==> src/rtl/hex_scan_ctrl_if.sv <==
// hex_scan_ctrl_if: write/commit bus into the shadow digit buffer of hex_scan_ctrl.
// The master drives digit writes and commit requests; the slave reports wr_ready.
interface hex_scan_ctrl_if;
    logic       wr_valid;
    logic       wr_ready;
    logic [2:0] wr_addr;
    logic [3:0] wr_data;
    logic       commit;

    modport master (
        output wr_valid,
        output wr_addr,
        output wr_data,
        output commit,
        input  wr_ready
    );

    modport slave (
        input  wr_valid,
        input  wr_addr,
        input  wr_data,
        input  commit,
        output wr_ready
    );
endinterface

==> src/rtl/hex_scan_ctrl.sv <==
// hex_scan_ctrl: multiplexed 8-digit seven-segment scan controller.
// Each digit gets a SHOW phase of DIV cycles followed by an all-off GUARD phase
// of GUARD cycles. Digits are written into a shadow buffer and copied into the
// displayed (active) buffer only at a frame boundary, so a frame never mixes
// old and new digits.
// Optional feature: define HEX_SCAN_LZB_EN to enable leading-zero blanking.
module hex_scan_ctrl #(
    parameter int DIV   = 50000,
    parameter int GUARD = 16
) (
    input  logic                  clk,
    input  logic                  rst,
    hex_scan_ctrl_if.slave        wr_bus,
    input  logic [7:0]            blank,
    output logic [6:0]            hex,
    output logic [7:0]            hex_on,
    output logic [2:0]            digit_idx,
    output logic                  frame_done
);

    localparam logic [15:0] DIV_LAST   = 16'(DIV - 1);
    localparam logic [15:0] GUARD_LAST = 16'(GUARD - 1);

    typedef enum logic [0:0] {
        ST_SHOW  = 1'b0,
        ST_GUARD = 1'b1
    } state_t;

    // Active-low segment decode {g,f,e,d,c,b,a} for one hex nibble.
    function automatic logic [6:0] seg_decode(input logic [3:0] nib);
        logic [6:0] seg;
        case (nib)
            4'h0:    seg = 7'b1000000;
            4'h1:    seg = 7'b1111001;
            4'h2:    seg = 7'b0100100;
            4'h3:    seg = 7'b0110000;
            4'h4:    seg = 7'b0011001;
            4'h5:    seg = 7'b0010010;
            4'h6:    seg = 7'b0000010;
            4'h7:    seg = 7'b1111000;
            4'h8:    seg = 7'b0000000;
            4'h9:    seg = 7'b0010000;
            4'hA:    seg = 7'b0001000;
            4'hB:    seg = 7'b0000011;
            4'hC:    seg = 7'b1000110;
            4'hD:    seg = 7'b0100001;
            4'hE:    seg = 7'b0000110;
            4'hF:    seg = 7'b0001110;
            default: seg = 7'b1111111;
        endcase
        return seg;
    endfunction

    state_t      state_r;
    logic [15:0] cnt_r;
    logic [2:0]  digit_idx_r;
    logic [6:0]  hex_r;
    logic [7:0]  hex_on_r;
    logic        frame_done_r;
    logic        commit_pending_r;
    logic [3:0]  shadow_r [8];
    logic [3:0]  active_r [8];

    logic        boundary_s;
    logic [7:0]  lz_blank_s;
    logic [3:0]  cur_digit_s;
    logic [6:0]  disp_hex_s;
    logic [7:0]  disp_on_s;
`ifdef HEX_SCAN_LZB_EN
    logic        lz_run_s;
`endif

    assign hex             = hex_r;
    assign hex_on          = hex_on_r;
    assign digit_idx       = digit_idx_r;
    assign frame_done      = frame_done_r;
    assign wr_bus.wr_ready = ~commit_pending_r;

    // Frame boundary: the last GUARD cycle of digit 7.
    always_comb begin
        boundary_s = (state_r == ST_GUARD) && (cnt_r == GUARD_LAST) && (digit_idx_r == 3'd7);
    end

    // Leading-zero mask: a digit above 0 is dark when it and all digits above it are zero.
    always_comb begin
        lz_blank_s = 8'h00;
`ifdef HEX_SCAN_LZB_EN
        lz_run_s = 1'b1;
        for (int i = 7; i >= 1; i--) begin
            lz_run_s      = lz_run_s & (active_r[i] == 4'h0);
            lz_blank_s[i] = lz_run_s;
        end
`endif
    end

    // Next display pattern from the current scan position and active buffer.
    always_comb begin
        cur_digit_s = active_r[digit_idx_r];
        if ((state_r == ST_SHOW) && !blank[digit_idx_r] && !lz_blank_s[digit_idx_r]) begin
            disp_on_s  = ~(8'b0000_0001 << digit_idx_r);
            disp_hex_s = seg_decode(cur_digit_s);
        end else begin
            disp_on_s  = 8'hFF;
            disp_hex_s = 7'b1111111;
        end
    end

    // Scan FSM: SHOW/GUARD phase sequencing plus the registered display outputs.
    always_ff @(posedge clk) begin
        if (rst) begin
            state_r      <= ST_SHOW;
            cnt_r        <= 16'd0;
            digit_idx_r  <= 3'd0;
            hex_r        <= 7'b1111111;
            hex_on_r     <= 8'hFF;
            frame_done_r <= 1'b0;
        end else begin
            hex_r        <= disp_hex_s;
            hex_on_r     <= disp_on_s;
            frame_done_r <= boundary_s;
            case (state_r)
                ST_SHOW: begin
                    if (cnt_r == DIV_LAST) begin
                        state_r <= ST_GUARD;
                        cnt_r   <= 16'd0;
                    end else begin
                        cnt_r <= cnt_r + 16'd1;
                    end
                end
                ST_GUARD: begin
                    if (cnt_r == GUARD_LAST) begin
                        state_r     <= ST_SHOW;
                        cnt_r       <= 16'd0;
                        digit_idx_r <= digit_idx_r + 3'd1;
                    end else begin
                        cnt_r <= cnt_r + 16'd1;
                    end
                end
                default: begin
                    state_r     <= ST_SHOW;
                    cnt_r       <= 16'd0;
                    digit_idx_r <= 3'd0;
                end
            endcase
        end
    end

    // Shadow writes, commit request tracking and the boundary copy to the active buffer.
    always_ff @(posedge clk) begin
        if (rst) begin
            commit_pending_r <= 1'b0;
            for (int i = 0; i < 8; i++) begin
                shadow_r[i] <= 4'h0;
                active_r[i] <= 4'h0;
            end
        end else begin
            // Writes are accepted only while no commit is waiting, so the
            // shadow buffer is frozen between commit and the boundary copy.
            if (wr_bus.wr_valid && !commit_pending_r) begin
                shadow_r[wr_bus.wr_addr] <= wr_bus.wr_data;
            end else begin
                shadow_r[wr_bus.wr_addr] <= shadow_r[wr_bus.wr_addr];
            end
            if (boundary_s && commit_pending_r) begin
                commit_pending_r <= 1'b0;
                for (int i = 0; i < 8; i++) begin
                    active_r[i] <= shadow_r[i];
                end
            end else if (wr_bus.commit && !commit_pending_r) begin
                commit_pending_r <= 1'b1;
            end else begin
                commit_pending_r <= commit_pending_r;
            end
        end
    end

endmodule

==> src/flat_wrapper.sv <==
// flat-port wrapper written by rule: the top's interface ports become plain ports
module hex_scan_ctrl_flat 
#(
    parameter int DIV   = 50000,
    parameter int GUARD = 16
)
  (clk, rst, blank, hex, hex_on, digit_idx, frame_done, wr_bus_wr_valid, wr_bus_wr_addr, wr_bus_wr_data, wr_bus_commit, wr_bus_wr_ready);
  hex_scan_ctrl_if wr_bus_i ();
  input  logic clk;
  input  logic rst;
  input  logic [7:0] blank;
  output logic [6:0] hex;
  output logic [7:0] hex_on;
  output logic [2:0] digit_idx;
  output logic frame_done;
  input wire logic [$bits(wr_bus_i.wr_valid)-1:0] wr_bus_wr_valid;
  input wire logic [$bits(wr_bus_i.wr_addr)-1:0] wr_bus_wr_addr;
  input wire logic [$bits(wr_bus_i.wr_data)-1:0] wr_bus_wr_data;
  input wire logic [$bits(wr_bus_i.commit)-1:0] wr_bus_commit;
  output wire logic [$bits(wr_bus_i.wr_ready)-1:0] wr_bus_wr_ready;
  assign wr_bus_i.wr_valid = wr_bus_wr_valid;
  assign wr_bus_i.wr_addr = wr_bus_wr_addr;
  assign wr_bus_i.wr_data = wr_bus_wr_data;
  assign wr_bus_i.commit = wr_bus_commit;
  assign wr_bus_wr_ready = wr_bus_i.wr_ready;
  hex_scan_ctrl #(.DIV(DIV), .GUARD(GUARD)) u_core (.clk(clk), .rst(rst), .wr_bus(wr_bus_i), .blank(blank), .hex(hex), .hex_on(hex_on), .digit_idx(digit_idx), .frame_done(frame_done));
endmodule
==> config.mk <==
export PLATFORM = sky130hd
export DESIGN_NAME = hex_scan_ctrl_flat
export DESIGN_NICKNAME = d
export VERILOG_FILES = /design/src/rtl/hex_scan_ctrl_if.sv /design/src/rtl/hex_scan_ctrl.sv /design/src/flat_wrapper.sv
export SDC_FILE = /design/constraint.sdc
export NUM_CORES = 1
export LEC_CHECK = 0
export ABC_AREA = 0
export CAP_MARGIN = 20
export CORE_ASPECT_RATIO = 0.8
export CORE_MARGIN = 3
export CORE_UTILIZATION = 60
export CTS_BUF_LIST = sky130_fd_sc_hd__clkbuf_4 sky130_fd_sc_hd__clkbuf_8
export CTS_CLUSTER_DIAMETER = 60
export DETAILED_ROUTE_END_ITERATION = 8
export GPL_TIMING_DRIVEN = 1
export PLACE_DENSITY_LB_ADDON = 0.1
export RECOVER_POWER = 100
export SETUP_SLACK_MARGIN = 0.4
export SLEW_MARGIN = 5
export SYNTH_ARGS = -nofsm -noshare
export SYNTH_HDL_FRONTEND = slang
export SYNTH_SLANG_ARGS = --single-unit
==> constraint.sdc <==
create_clock -name clk -period 3.4 [get_ports clk]
set_clock_uncertainty 0.2 [all_clocks]
set_input_delay 1.02 -clock clk [delete_from_list [all_inputs] [get_ports clk]]
set_output_delay 1.02 -clock clk [all_outputs]
set_load 0.01 [all_outputs]
==> impl_metrics.csv, run 1 <==
group,metric,value,unit
outcome,status,"finished clean",
die,die_area,8560,µm²
setup_path,r2r_cells,6,
die,start_util,63.6,%
place,io_buffers,38,
clock_network,cts_buffers,9,
setup_path,cp-end-kind,"register",
drt,dr.pass1.iters,4,
timing,clock.fmax,331,MHz
logic_synthesis,synthCells,361,
timing,grt_setup_unrepaired,"no",
layout,nNetsFinal,433,
clock_network,path_clk_slew,0.09,ns
logic_synthesis,seq_area_frac_synth,60.7,%
grt,grt_usage,18.7,%
layout,multiInputGateArea,1650,µm²
clock_network,cts_tree,"yes",
clock_network,cts_buffer_depth,2,
logic_synthesis,postSynthAreaPerCell,12.4,µm²
power_and_ir_drop,ir_drop,277,µV
drt,dr.first_iter.drc_count,169,
worst_hold_path,min_from,"u_core.cnt_r[0]$_SDFF_PP0_",
timing,setup_viol,0,
layout,antenna_cells,0,
logic_synthesis,ys.warnings.count,0,
clock_network,cts_resized,0,
timing,fin_crit,3.02,ns
die,die_w,103,µm
timing,worstMarginPinSlew,0.821,ns
clock_network,clkSinkCount,104,
worst_hold_path,hold_end,"u_core.cnt_r[0]$_SDFF_PP0_",
layout,seq_area,2720,µm²
setup_path,cp_max_fo,26,
timing,period_share,88.9,%
layout,utilization,72.2,%
logic_synthesis,synth_enable_flop_cells,64,
setup_path,rr_startpoint,"u_core.cnt_r[0]$_SDFF_PP0_",
logic_synthesis,syn_area,4490,µm²
drt,drcViolationCount,0,
flow_run,max-cap-violations,0,
die,rows,27,
timing,hold_ws,0.270,ns
layout,mostFrequentLayoutCell,"edfxtp_1",
die,top_level_ports,39,
timing,slew_viol_final,0,
layout,drive_gt1_share,14.3,%
timing,hold_violations,0,
worst_hold_path,hold_depth,1,
layout,fillers,491,
setup_path,r2r_end,"u_core.active_r[6][0]$_SDFFCE_PP0P_",
grt,antenna_found_initial,0,
setup_path,critPathKind,"in2reg",
timing,fin_tns_setup,0,ns
clock_network,clockRootBuffer,"clkbuf_8",
place,hpwl,5.27,mm
grt,grt_pass1_vias,2509,
drt,vias,2650,
logic_synthesis,synthArstFlopShare,0,%
setup_path,crit_arrival,2.81,ns
timing,slew_headroom,43.7,%
grt,grt_first_pass_wirelength,12.3,mm
clock_network,htreeDepth,3,
setup_path,critPathLaunchType,"primary input",
drt,viasPerCell,5.36,
worst_hold_path,hold_class,"reg2reg",
die,core,7060,µm²
drt,postRouteAntennaNets,0,
clock_network,ctsHoldBuffers,0,
power_and_ir_drop,power.density,431,nW/µm²
logic_synthesis,yosysUniqueCellTypes,40,
setup_path,reg2reg_setup_slack,0.47,ns
die,die_y,83.4,µm
logic_synthesis,synth_fp_nets,392,
logic_synthesis,ys.flop_type,"edfxtp_1",
clock_network,cts_setup_buffers,0,
clock_network,clk_latency,0.35,ns
layout,final_cell_mix,"64 x edfxtp_1, 40 x dfxtp_1, 39 x nor2_1",
power_and_ir_drop,leakage,1.86,nW
place,place.gp.congestion,0.794,
drt,drt-total-wl,7.23,mm
grt,grt_max_degree,27,
layout,syn2layout_area_growth,13.6,%
logic_synthesis,ys_seq_elements,104,
grt,grt_overflow,0,
drt,wl_per_cell,14.6,µm
setup_path,critPathRequiredTime,3.19,ns
## critical path: stages
cell           delay [ns]
dlygate4sd3_1        0.58
buf_4                0.29
a31o_1               0.34
clkbuf_2             0.57
## worst max path at each step
stage	startpoint	end	slack, ns	cells after the start
floorplan	rst	u_core.shadow_r[0][0]$_SDFFCE_PN0P_	0.93	5
global placement	rst	u_core.shadow_r[1][3]$_SDFFCE_PN0P_	0.50	6
detailed placement	rst	u_core.shadow_r[1][2]$_SDFFCE_PN0P_	0.42	6
CTS	register	u_core.hex[5]$_SDFF_PP1_	0.67	5
global route	u_core.cnt_r[0]$_SDFF_PP0_	u_core.active_r[6][0]$_SDFFCE_PP0P_	0.26	6
finish	rst	u_core.active_r[6][0]$_SDFFCE_PP0P_	0.38	4
## Yosys cell counts, drive strengths merged (6+ instances only)
cell type,count,area share (%)
edfxtp,64,43
and2,58,8.7
dfxtp,40,18
nor2,39,3.3
nand2,15,1.3
nand3,15,1.7
ha,12,3.3
nor2b,11,1.5
mux2i,9,2.0
xnor2,9,1.8
inv,8,0.67
mux4,8,4.0
or2,8,1.1
a21oi,7,0.78
clkbuf,7,0.61
nor3,7,0.78
and3,6,0.84
buf,6,1.3
xor2,6,1.2
## layer usage
metal	GRT usage [%]	vias to the layer above	part of all wire, %	routed length (µm)
met1	26.8	1245	48	3460
li1	-	1340	-	-
met3	4.79	8	4.5	323
met4	5.01	0	0.73	53
met5	0	-	0	0
met2	28.5	57	47	3390
## report_power, final
group | switching [W] | internal (W)
clock network | 0.000373 | 0.000321
logic | 0.0000596 | 0.0000540
registers | 0.0000156 | 0.00138
total | 0.000448 | 0.00175
## stage by stage
stage               area, µm²  power [W]  setup slack (ns)  cells
finish                   5100    0.00220             0.378    494
global route             5100    0.00230             0.258    494
CTS                      5130    0.00223             0.667    494
detailed placement       4940    0.00154             0.418    478
global placement         4940    0.00154             0.503    478
floorplan                4490    0.00148             0.931    361
## sequential cells by signal, indices dropped and copies added (netlist names), named ones only
register and count:
u_core.state_r 1, u_core.shadow_r 32, u_core.hex 7, u_core.digit_idx 3
u_core.active_r 32, u_core.hex_on 8, u_core.frame_done 1, u_core.commit_pending_r 1
u_core.cnt_r 16
## cell type report
type	instances	area share, %
Multi-Input combinational cell	236	32.3
Sequential cell	104	53.4
Timing Repair Buffer	43	8.00
Clock inverter	3	0.319
Inverter	8	0.589
Tap cell	87	2.13
Clock buffer	13	3.26
## logic make-up (layout without fill, tap and decap cells)
group / Yosys count / after routing / share of synthesized area [%]
AO/OA/AOI/OAI: 21 / 21 / 3.29
XOR/XNOR: 15 / 15 / 2.93
adder cells (fa/ha/maj): 12 / 12 / 3.35
buffers and inverters: 21 / 67 / 2.54
flip-flops: 104 / 104 / 60.7
multiplexers: 18 / 18 / 6.27
AND/OR/NAND/NOR: 170 / 170 / 21.0
(Power assumes the default switching activity.)
==> run 2: changes to the inputs <==
Settings changed: MAX_ROUTING_LAYER set to met4.
==> run 2 against run 1 <==
Compared with the run above: combinational power barely moved; global-route usage rose by 0.64 points; via count grew 1.2%; total power up 0.17%; maximum frequency increased by 0.13%; hold slack worse by 0.0019 ns; final cell count is the same; first-iteration DRC count increased by 7.7%; critical path type unchanged; critical endpoint unchanged; largest cell class unchanged.
==> impl_metrics.csv, run 2 (synthesized netlist as in run 1, its figures left out) <==
group,metric,value,unit
clock_network,cts_resized,0,
drt,wl_per_cell,14.7,µm
setup_path,crit_arrival,2.80,ns
power_and_ir_drop,power.density,432,nW/µm²
timing,slew_headroom,44.0,%
grt,grt_usage,19.4,%
setup_path,cp_max_fo,26,
die,top_level_ports,39,
power_and_ir_drop,sw_frac_of_total,20.5,%
setup_path,cp-end-kind,"register",
die,rows,27,
setup_path,cp_top_family,"buffers and inverters",
power_and_ir_drop,p_switching,0.000452,W
place,io_buffers,38,
layout,seq_area,2720,µm²
setup_path,cpMaxStageDelayCell,"dlygate4sd3_1",
timing,slew_viol_final,0,
drt,drcViolationCount,0,
grt,grt_overflow,0,
layout,utilization,72.2,%
setup_path,crit_buf_inv,3,
grt,met2_usage,28.6,%
clock_network,cts_setup_buffers,0,
timing,grt_setup_unrepaired,"no",
timing,fin_crit,3.02,ns
layout,drive_gt1_share,14.3,%
drt,dr.first_iter.drc_count,182,
setup_path,critPathRequiredTime,3.18,ns
clock_network,cts_buffers,9,
die,start_util,63.6,%
timing,period_share,88.8,%
timing,fin_tns_setup,0,ns
die,die_y,83.4,µm
timing,hold_violations,0,
clock_network,clk_latency,0.36,ns
layout,fillers,491,
timing,worstMarginPinSlew,0.817,ns
power_and_ir_drop,pwr-share-clk,31.7,%
timing,hold_ws,0.268,ns
place,hpwl,5.27,mm
clock_network,ctsHoldBuffers,0,
grt,gr-usage-met3,5.79,%
layout,nNetsFinal,433,
layout,reg_top3,"u_core.active_r: 32 flops, u_core.shadow_r: 32 flops, u_core.cnt_r: 16 flops",
layout,multiInputGateArea,1650,µm²
outcome,status,"finished clean",
power_and_ir_drop,leakage,1.86,nW
layout,syn2layout_area_growth,13.6,%
power_and_ir_drop,pwr-share-seq,63.2,%
setup_path,critPathKind,"in2reg",
layout,final_cell_mix,"64 x edfxtp_1, 40 x dfxtp_1, 39 x nor2_1",
layout,antenna_cells,0,
drt,dr.pass1.iters,4,
setup_path,crit_chain,"dlygate4sd3_1 > buf_4 > a31o_1 > clkbuf_2",
clock_network,path_clk_slew,0.09,ns
die,core,7060,µm²
clock_network,cts_tree,"yes",
grt,grt_first_pass_wirelength,12.3,mm
timing,clock.fmax,331,MHz
setup_path,critPathLaunchType,"primary input",
grt,grt_pass1_vias,2498,
drt,drt-total-wl,7.28,mm
grt,grt_max_degree,27,
timing,setup_viol,0,
flow_run,max-cap-violations,0,
clock_network,clockRootBuffer,"clkbuf_8",
grt,top_usage_layer,"met2",
grt,antenna_found_initial,0,
clock_network,htreeDepth,3,
clock_network,clkSinkCount,104,
power_and_ir_drop,cell_internal_pwr,0.00175,W
layout,mostFrequentLayoutCell,"edfxtp_1",
power_and_ir_drop,p_comb_share,5.2,%
die,die_w,103,µm
power_and_ir_drop,ir_drop,278,µV
worst_hold_path,hold_class,"reg2reg",
place,place.gp.congestion,0.806,
drt,viasPerCell,5.43,
setup_path,crit_path_max_incr_delay,0.58,ns
die,die_area,8560,µm²
drt,vias,2681,
drt,postRouteAntennaNets,0,
grt,use_met1,26.9,%
clock_network,cts_buffer_depth,2,
## run 2: cell counts in the layout (fill, tap and decap cells not counted)
No cell type changed its count.
## run 2: stage by stage
| stage | power (W) | cell area, µm² | cells | setup slack [ns] |
|---|---|---|---|---|
| final | 0.00220 | 5100 | 494 | 0.382 |
| after CTS | 0.00223 | 5130 | 494 | 0.667 |
| after global placement | 0.00154 | 4940 | 478 | 0.503 |
| after floorplan | 0.00148 | 4490 | 361 | 0.931 |
| after detailed placement | 0.00154 | 4940 | 478 | 0.418 |
| after global routing | 0.00230 | 5100 | 494 | 0.253 |
## run 2: final timing paths
path | startpoint | end | slack [ns] | depth (start not counted)
min | u_core.cnt_r[0]$_SDFF_PP0_ | u_core.cnt_r[0]$_SDFF_PP0_ | 0.27 | 1
max reg2reg | u_core.cnt_r[0]$_SDFF_PP0_ | u_core.active_r[6][0]$_SDFFCE_PP0P_ | 0.47 | 6
min reg2reg | u_core.cnt_r[0]$_SDFF_PP0_ | u_core.cnt_r[0]$_SDFF_PP0_ | 0.27 | 1
max | rst | u_core.active_r[6][0]$_SDFFCE_PP0P_ | 0.38 | 4
## run 2: layout make-up
class / count / share of cell area [%]
inverters: 8 / 0.589
repair buffers: 43 / 8.00
well taps: 87 / 2.13
flip-flops and latches: 104 / 53.4
multi-input cells: 236 / 32.3
clock buffers: 13 / 3.26
clock inverters: 3 / 0.319
## run 2: layer usage
| layer | part of all wire [%] | up-vias |
|---|---|---|
| li1 | - | 1340 |
| met1 | 48 | 1260 |
| met2 | 47 | 76 |
| met3 | 5.0 | 5 |
| met4 | 0.67 | 0 |
| met5 | 0 | - |
## run 2: power by group through the flow
stage	clock [W]	combinational [W]	sequential, W
after floorplan	0	0.0000637	0.00142
after global placement	0	0.000119	0.00142
after detailed placement	0	0.000121	0.00142
after CTS	0.000712	0.000121	0.00139
after global routing	0.000776	0.000128	0.00140
final	0.000698	0.000114	0.00139
==> run 3: changes to the inputs <==
Settings changed: GPL_TIMING_DRIVEN 1 to not set.
==> results of run 3 <==
No change in the layout: final DEF, timing and power equal those of run 2.
